--- src/rtl/adc_frame_packer.sv ---
// Packs the aligned ADC sample stream into fixed-length frames: header, payload, trailer.
// A mid-frame alignment loss pads the frame to full length and flags it as truncated.
module adc_frame_packer #(
  parameter int unsigned       DATA_W    = 16,
  parameter int unsigned       FRAME_LEN = 256,
  parameter logic [DATA_W-1:0] PAD_WORD  = '0
) (
  input  logic              sys_clk,
  input  logic              sys_rst,
  input  logic              aligned,
  input  logic [DATA_W-1:0] s_data,
  input  logic              s_valid,
  output logic              s_ready,
  output logic [DATA_W-1:0] m_data,
  output logic              m_valid,
  input  logic              m_ready,
  output logic              m_last,
  output logic [31:0]       frame_count,
  output logic [15:0]       trunc_count
);

  localparam logic [14:0] FrameLen = 15'(FRAME_LEN);

  typedef enum logic [2:0] {
    StIdle,
    StHdr,
    StPayload,
    StPad,
    StTrailer
  } state_e;

  state_e            state_q, state_d;
  logic [11:0]       seq_q, seq_d;
  logic [14:0]       wcnt_q, wcnt_d;
  logic [14:0]       vcnt_q, vcnt_d;
  logic              trunc_q, trunc_d;
  logic [DATA_W-1:0] data_q, data_d;
  logic              valid_q, valid_d;
  logic              last_q, last_d;
  logic [31:0]       fcnt_q, fcnt_d;
  logic [15:0]       tcnt_q, tcnt_d;

  logic              adv;
  logic              accept;
  logic [14:0]       wcnt_inc;
  logic [DATA_W-1:0] hdr_word;
  logic [DATA_W-1:0] trl_word;

  // The output register may load whenever it is empty or being drained this cycle.
  assign adv      = !valid_q || m_ready;
  assign s_ready  = (state_q == StPayload) && aligned && adv;
  assign accept   = s_valid && s_ready;
  assign wcnt_inc = wcnt_q + 15'd1;

  always_comb begin
    hdr_word        = '0;
    hdr_word[15:0]  = {4'hA, seq_q};
    trl_word        = '0;
    trl_word[15:0]  = {trunc_q, vcnt_q};
  end

  always_comb begin
    state_d = state_q;
    seq_d   = seq_q;
    wcnt_d  = wcnt_q;
    vcnt_d  = vcnt_q;
    trunc_d = trunc_q;
    data_d  = data_q;
    valid_d = valid_q;
    last_d  = last_q;
    fcnt_d  = fcnt_q;
    tcnt_d  = tcnt_q;

    // Drained with nothing new to load: drop valid, data is left as is.
    if (adv) begin
      valid_d = 1'b0;
      last_d  = 1'b0;
    end

    unique case (state_q)
      StIdle: begin
        if (aligned && s_valid) state_d = StHdr;
      end
      StHdr: begin
        if (adv) begin
          data_d  = hdr_word;
          valid_d = 1'b1;
          wcnt_d  = '0;
          vcnt_d  = '0;
          state_d = StPayload;
        end
      end
      StPayload: begin
        if (accept) begin
          data_d  = s_data;
          valid_d = 1'b1;
          wcnt_d  = wcnt_inc;
          vcnt_d  = vcnt_q + 15'd1;
          if (wcnt_inc == FrameLen) state_d = StTrailer;
        end else if (!aligned) begin
          // accept implies aligned, so the last word can never be lost to this branch.
          trunc_d = 1'b1;
          state_d = StPad;
        end
      end
      StPad: begin
        if (adv) begin
          data_d  = PAD_WORD;
          valid_d = 1'b1;
          wcnt_d  = wcnt_inc;
          if (wcnt_inc == FrameLen) state_d = StTrailer;
        end
      end
      StTrailer: begin
        if (adv) begin
          data_d  = trl_word;
          valid_d = 1'b1;
          last_d  = 1'b1;
          seq_d   = seq_q + 12'd1;
          fcnt_d  = fcnt_q + 32'd1;
          if (trunc_q && (tcnt_q != 16'hFFFF)) tcnt_d = tcnt_q + 16'd1;
          trunc_d = 1'b0;
          state_d = StIdle;
        end
      end
      default: state_d = StIdle;
    endcase
  end

  always_ff @(posedge sys_clk) begin
    if (sys_rst) begin
      state_q <= StIdle;
      seq_q   <= '0;
      wcnt_q  <= '0;
      vcnt_q  <= '0;
      trunc_q <= 1'b0;
      data_q  <= '0;
      valid_q <= 1'b0;
      last_q  <= 1'b0;
      fcnt_q  <= '0;
      tcnt_q  <= '0;
    end else begin
      state_q <= state_d;
      seq_q   <= seq_d;
      wcnt_q  <= wcnt_d;
      vcnt_q  <= vcnt_d;
      trunc_q <= trunc_d;
      data_q  <= data_d;
      valid_q <= valid_d;
      last_q  <= last_d;
      fcnt_q  <= fcnt_d;
      tcnt_q  <= tcnt_d;
    end
  end

  assign m_data      = data_q;
  assign m_valid     = valid_q;
  assign m_last      = last_q;
  assign frame_count = fcnt_q;
  assign trunc_count = tcnt_q;

endmodule
--- config.mk ---
export PLATFORM = sky130hd
export DESIGN_NAME = adc_frame_packer
export DESIGN_NICKNAME = d
export VERILOG_FILES = /design/src/rtl/adc_frame_packer.sv
export SDC_FILE = /design/constraint.sdc
export NUM_CORES = 1
export LEC_CHECK = 0
export ABC_AREA = 1
export CORE_ASPECT_RATIO = 0.5
export CORE_UTILIZATION = 39
export CTS_BUF_LIST = sky130_fd_sc_hd__clkbuf_16
export DETAILED_ROUTE_END_ITERATION = 8
export DONT_BUFFER_PORTS = 1
export PLACE_DENSITY = 0.54
export SYNTH_ARGS = -nofsm -noshare
export SYNTH_HDL_FRONTEND = slang
export SYNTH_SLANG_ARGS = --single-unit
export TNS_END_PERCENT = 20
--- constraint.sdc ---
create_clock -name sys_clk -period 3.99 [get_ports sys_clk]
set_input_delay 0.399 -clock sys_clk [delete_from_list [all_inputs] [get_ports sys_clk]]
set_output_delay 0.399 -clock sys_clk [all_outputs]
set_load 0.01 [all_outputs]
# Word-level counts from Yosys, hierarchy flattened

Cells that the tools add are included.

Add/subtract/negate cells: 5
Equality and inequality tests: 14
Muxes and demuxes: 30
Reductions and logical operators: 20

Operators with widths:

| operator                                                          | number |
|---|---|
| 16-bit 2-to-1 mux                                                 | 4 |
| 16-bit one-hot mux with 4 select lines                            | 1 |
| 15-bit 2-to-1 mux                                                 | 4 |
| 15-bit one-hot mux with 3 select lines                            | 1 |
| 32-bit by 1-bit adder with 32-bit output (second input constant)  | 1 |
| 15-bit by 1-bit adder with 15-bit output (second input constant)  | 2 |
| 15-bit one-hot mux with 2 select lines                            | 1 |
| 3-bit 2-to-1 mux                                                  | 7 |
| 16-bit by 1-bit adder with 16-bit output (second input constant)  | 1 |
| 16-bit inequality test (second input constant)                    | 1 |
| 15-bit by 9-bit == test with 1-bit output (second input constant) | 1 |
| 3-bit one-hot mux with 5 select lines                             | 1 |
| 2-bit inequality test (second input constant)                     | 7 |
| 12-bit by 1-bit adder with 12-bit output (second input constant)  | 1 |
| 5-bit AND reduction                                               | 2 |
| 1-bit 2-to-1 mux                                                  | 9 |
| 4-bit AND reduction                                               | 2 |
| 3-bit by 2-bit == test with 1-bit output (second input constant)  | 2 |
| 3-bit AND reduction                                               | 2 |
| 1-bit logical AND                                                 | 5 |
| 1-bit one-hot mux with 2 select lines                             | 2 |
| 2-bit nonzero test                                                | 2 |
| 4-bit nonzero test                                                | 1 |
| 3-bit by 1-bit == test with 1-bit output (second input constant)  | 1 |
| other kinds (8)                                                   | 8 |

Register bits: 112
Bits of input ports: 21
Output and inout bits: 67
Word-level logic and storage cells: 79

# Longest topological paths before layout

Depth after elaboration: 6
Depth in mapped cells: 14
Mapped depth without buffers: 14

# Least setup slack after synthesis

Ideal clock, no wire load.

Path type: reg2reg
Start: register wcnt_q[0]
End: register state_q[1]
Library setup time: 0.132 ns
Data arrival time: 1.579 ns
Data required time: 3.858 ns
Setup slack: 2.278 ns
Cell stages (with the launch flop): 15
Buffers on the path: 0
Period minus slack after synthesis: 1.712 ns
Path through: dfxtp_1 -> ha_1 -> nand2_1 -> nor2_1 -> nand2_1 -> nand2_1 -> nand2_1 -> nor2_1 -> nand2_1 -> nor2_1 -> nand3_1 -> nand2_1 -> nand2_1 -> nand2_1 -> a21oi_1

Word-level cells in the longest chain between the ends: 5
Elaborated cells between the ends (all ways): 6
Those cells by class: add/sub (1); eq/ne (1); mux (4)

Ends and longest elaborated chain:

| item                                        | RTL line | RTL |
|---|---|---|
| start: declaration                          | 34       | `logic [14:0] wcnt_q, wcnt_d;` |
| start signal: assignment                    | 145      | `wcnt_q <= wcnt_d;` |
| 15-bit by 1-bit adder with 15-bit output *  | 53       | `assign wcnt_inc = wcnt_q + 15'd1;` |
| 15-bit by 9-bit == test with 1-bit output * | 99, 111  |  |
| 3-bit 2-to-1 mux *                          | --       |  |
| 3-bit 2-to-1 mux, on equally long branches  | --       |  |
| 3-bit one-hot mux with 5 select lines *     | --       |  |
| end signal: assignment                      | 132      | `state_q <= StIdle;` |
| end signal: assignment                      | 143      | `state_q <= state_d;` |
| end: declaration                            | 32       | `state_e state_q, state_d;` |

Every way passes the cells marked *; elsewhere a longest branch is shown, timed or not. The select of a mux whose other input is x is not followed.
A chain may end at the register's enable or synchronous reset.

# Worst setup path after layout

Start: register state_q[2]
End: register tcnt_q[11] (netlist: trunc_count[11])

Word-level cells in the longest chain between the ends: 2

Ends and longest elaborated chain:

| item                                 | RTL line | RTL |
|---|---|---|
| 3-bit == test                        | 80       | `unique case (state_q)` |
| 3-bit AND reduction (no source line) | --       |  |
| end signal: assignment               | 152      | `tcnt_q <= tcnt_d;` |
| end: declaration                     | 41       | `logic [15:0] tcnt_q, tcnt_d;` |

No other way between the ends.

==> results.py <==
metrics = {
    "status": {
        "status": "finished, final reports clean",
    },
    "critical_path": {
        "crit_family": "simple AND/OR/NAND/NOR gates",
        "cp_data_required_time_ns": 4.24,
        "end_kind": "flop",
        "crit_chain": "nand2_2 -> clkinv_2 -> nand2_2 -> nor2_1 -> nand2_1 -> nor3_2 -> nand3_1 -> o21ai_0 -> a21oi_1",
        "path_buf_inv": 1,
        "crit_top_cell": "nand2_2",
        "criticalPathCategory": "reg2reg",
        "r2r-start": "state_q[2]",
        "cpPeakStageDelay_ns": 0.49,
        "critPathArrivalTime_ns": 2.84,
        "slowest_stage": "dfxtp_1",
        "cp_max_fo": 14,
        "regToRegSetupSlack_ns": 1.39,
        "start_kind": "flop",
        "reg2reg_depth": 9,
        "rr_endpoint": "trunc_count[11]",
    },
    "timing": {
        "setup_violations": 0,
        "fin_ws_ns": 1.39,
        "finalCriticalPeriod_ns": 2.60,
        "maxSlewHeadroom_pct": 37.7,
        "skew_ns": 0.0143,
        "slew_viol_final": 0,
        "hold_violations": 0,
        "finalCritPeriodShare_pct": 65.0,
        "tightestPinTransition_ns": 0.931,
        "rsz0062_at_grt": "no",
        "max_clock_freq_ghz": 0.385,
        "final.setup.tns_ns": 0,
    },
    "detailed_routing": {
        "totalWireLength_um": 15100,
        "wl_met1_um": 7240,
        "first_iter_violations": 235,
        "postRouteAntennaNets": 0,
        "post_drt_wl_per_cell_um": 14.4,
        "first_pass_iters": 4,
        "met3_length_um": 1030,
        "wl_met2_um": 6630,
        "drc": 0,
        "top_layer_used": "met4",
        "num_vias": 5302,
        "avgViaCountPerCell": 5.08,
    },
    "placed_design": {
        "place_ws_ns": 1.45,
        "hpwl_um": 11000,
        "gp_congestion": 0.910,
        "port_buffers": 0,
        "postPlaceCellArea_sq_mm": 0.00601,
    },
    "power": {
        "p_int_mw": 1.81,
        "combPwrFrac_pct": 19.8,
        "p_clk_share_pct": 33.5,
        "p_per_area_mw_per_mm2": 442,
        "p_sw_uw": 980,
        "finalPower_mw": 2.79,
        "seqPwrFrac_pct": 46.7,
        "p_leak_nw": 2.13,
        "irDropWorstVdd_mv": 0.231,
        "p_sw_share_pct": 35.1,
    },
    "layout": {
        "fin_area_sq_mm": 0.00631,
        "fillCellCount": 1583,
        "postLayoutCoreUtil_pct": 43.3,
        "area_growth_pct": 7.59,
        "antenna_cells": 0,
        "nNetsFinal": 866,
        "drive_gt1_share_pct": 6.39,
    },
    "floorplanning": {
        "start_util_pct": 40.2,
        "die_w_um": 175,
        "io_pins": 88,
        "dieArea_sq_mm": 0.0156,
        "die_h_um": 88.7,
        "rows": 31,
        "core_sq_mm": 0.0146,
    },
    "cts": {
        "cts_tree": "done",
        "cts.sinks": 112,
        "clk_latency_ns": 0.36,
        "cts_hold_buffers": 0,
        "htreeDepth": 3,
        "cts_buffer_depth": 2,
        "clk_pin_slew_ns": 0.08,
        "cts_made_buffers": 9,
        "cts_resized": 0,
        "post_cts_buffers": 0,
        "clockRootBuffer": "clkbuf_16",
    },
    "synthesis": {
        "synth_edf_count": 0,
        "synthArstFlopShare_pct": 0,
        "synthFlopType": "dfxtp_1",
        "synth_top_area_share_pct": 38.2,
        "yosys_register_bits": 112,
        "yosys_warnings": 0,
        "avgSynthCellArea_sq_um": 6.89,
        "synthDistinctLibCells": 44,
        "synth_area_leaders": "dfxtp_1, nand2_1, nor2_1",
        "synth_area_leader_cell": "dfxtp_1",
        "synthCells": 852,
        "ys_seq_area_share_pct": 38.2,
        "synth_nets": 878,
        "syn-cell-area_sq_mm": 0.00587,
    },
    "grt": {
        "grt_pass1_vias": 4856,
        "antenna_found_initial": 0,
        "grt_pass1_wl_um": 24400,
        "grtUsageTotal_pct": 19.7,
        "grt_start_max_net_pins": 51,
        "grt.overflow.total": 0,
    },
    "flow_run": {
        "timing.max_cap.violations": 0,
    },
    "min_path": {
        "holdPathStages": 1,
        "min_from": "sys_rst",
        "min_to": "frame_count[29]",
        "hp-class": "in2reg",
    },
}
-- layout make-up --
class	count	area [sq um]	area share (%)
flip-flops and latches	112	2240	35.5
clock buffers	9	225	3.57
inverters	101	380	6.02
multi-input cells	615	3130	49.6
repair buffers	1	7.51	0.119
clock inverters	7	77.6	1.23
well taps	198	248	3.92
-- power groups by stage --
stage / clock [mW] / combinational, mW / sequential (mW)
2_1_floorplan: 0 / 0.476 / 1.30
3_3_place_gp: 0 / 0.548 / 1.33
3_5_place_dp: 0 / 0.553 / 1.33
4_1_cts: 0.957 / 0.555 / 1.30
5_1_grt: 0.999 / 0.628 / 1.32
6_report: 0.934 / 0.552 / 1.30
-- registers in the layout, summed over array words and instances, names as in the netlist, named ones only --
signal	cells
seq_q	12
trunc_q	1
state_q	3
frame_count	32
m_valid	1
trunc_count	16
m_data	16
vcnt_q	15
wcnt_q	15
-- layer usage --
metal  track usage [%]  vias up
met5                 0        -
met4              4.51        0
met1              25.8     2387
li1                  -     2788
met3              5.84       13
met2              32.3      114
-- how the worst max path moves through the flow --
stage,startpoint,end,cells after the start
after detailed placement,state_q[2],trunc_count[11],9
after floorplan,wcnt_q[0],state_q[1],14
after global routing,state_q[2],trunc_count[9],9
after global placement,state_q[1],trunc_count[11],10
after CTS,state_q[2],trunc_count[11],9
final,state_q[2],trunc_count[11],9
-- through the flow --
stage | cells | hold WS [ns]
after floorplan | 852 | 0.449
after detailed placement | 1027 | 0.465
final | 1043 | 0.112
after global placement | 1027 | 0.460
after CTS | 1043 | 0.0895
after global routing | 1043 | 0.0882
-- cell families after synthesis --
logic type	Yosys count	synth area share, %
AOI/OAI and AO/OA	157	14.8
xor gates and xnor gates	21	3.13
adders and majority gates	5	1.07
buffers and inverters	125	8.40
DFF	112	38.2
and+or+nand+nor	432	34.4
-- cell usage in the layout, fill, tap and decap left out, types with 3 or more instances in the layout --
cell       netlist  final
nand2_1        189    189
dfxtp_1        112    112
nor2_1         108    108
inv_1           97     97
a21oi_1         77     77
o21ai_0         48     48
nand3_1         38     38
nor3_1          27     27
nand4_1         21     21
xor2_1          14     14
a221oi_1        12     12
nor2_2           9      9
clkbuf_16        0      9
nor4_1           8      8
xnor2_1          7      7
nor2_4           6      6
o21ai_1          5      5
ha_1             5      5
nand2_4          4      4
o21a_1           4      4
a31oi_1          4      4
inv_8            0      4
inv_2            3      3
nand2_2          3      3
nor3b_1          3      3
-- worst reg2reg max path, delay by kind of cell, from the launching register on --
kind | cells | cell delay (ns)
and+or+nand+nor | 6 | 1.60
DFF | 1 | 0.49
AOI/OAI and AO/OA | 2 | 0.21
buffers and inverters | 1 | 0.19
-- Yosys cell counts (all sizes together) (7+ instances only) --
cell and instances:
o21ai 53, dfxtp 112, buf 7, xnor2 7, nand4 22, nand3 42, nor2 125, a221oi 12
clkbuf 17, a21oi 78, inv 100, nor4 8, nor3 29, nand2 196, xor2 14
No activity file was read; power rests on OpenSTA's default activity.
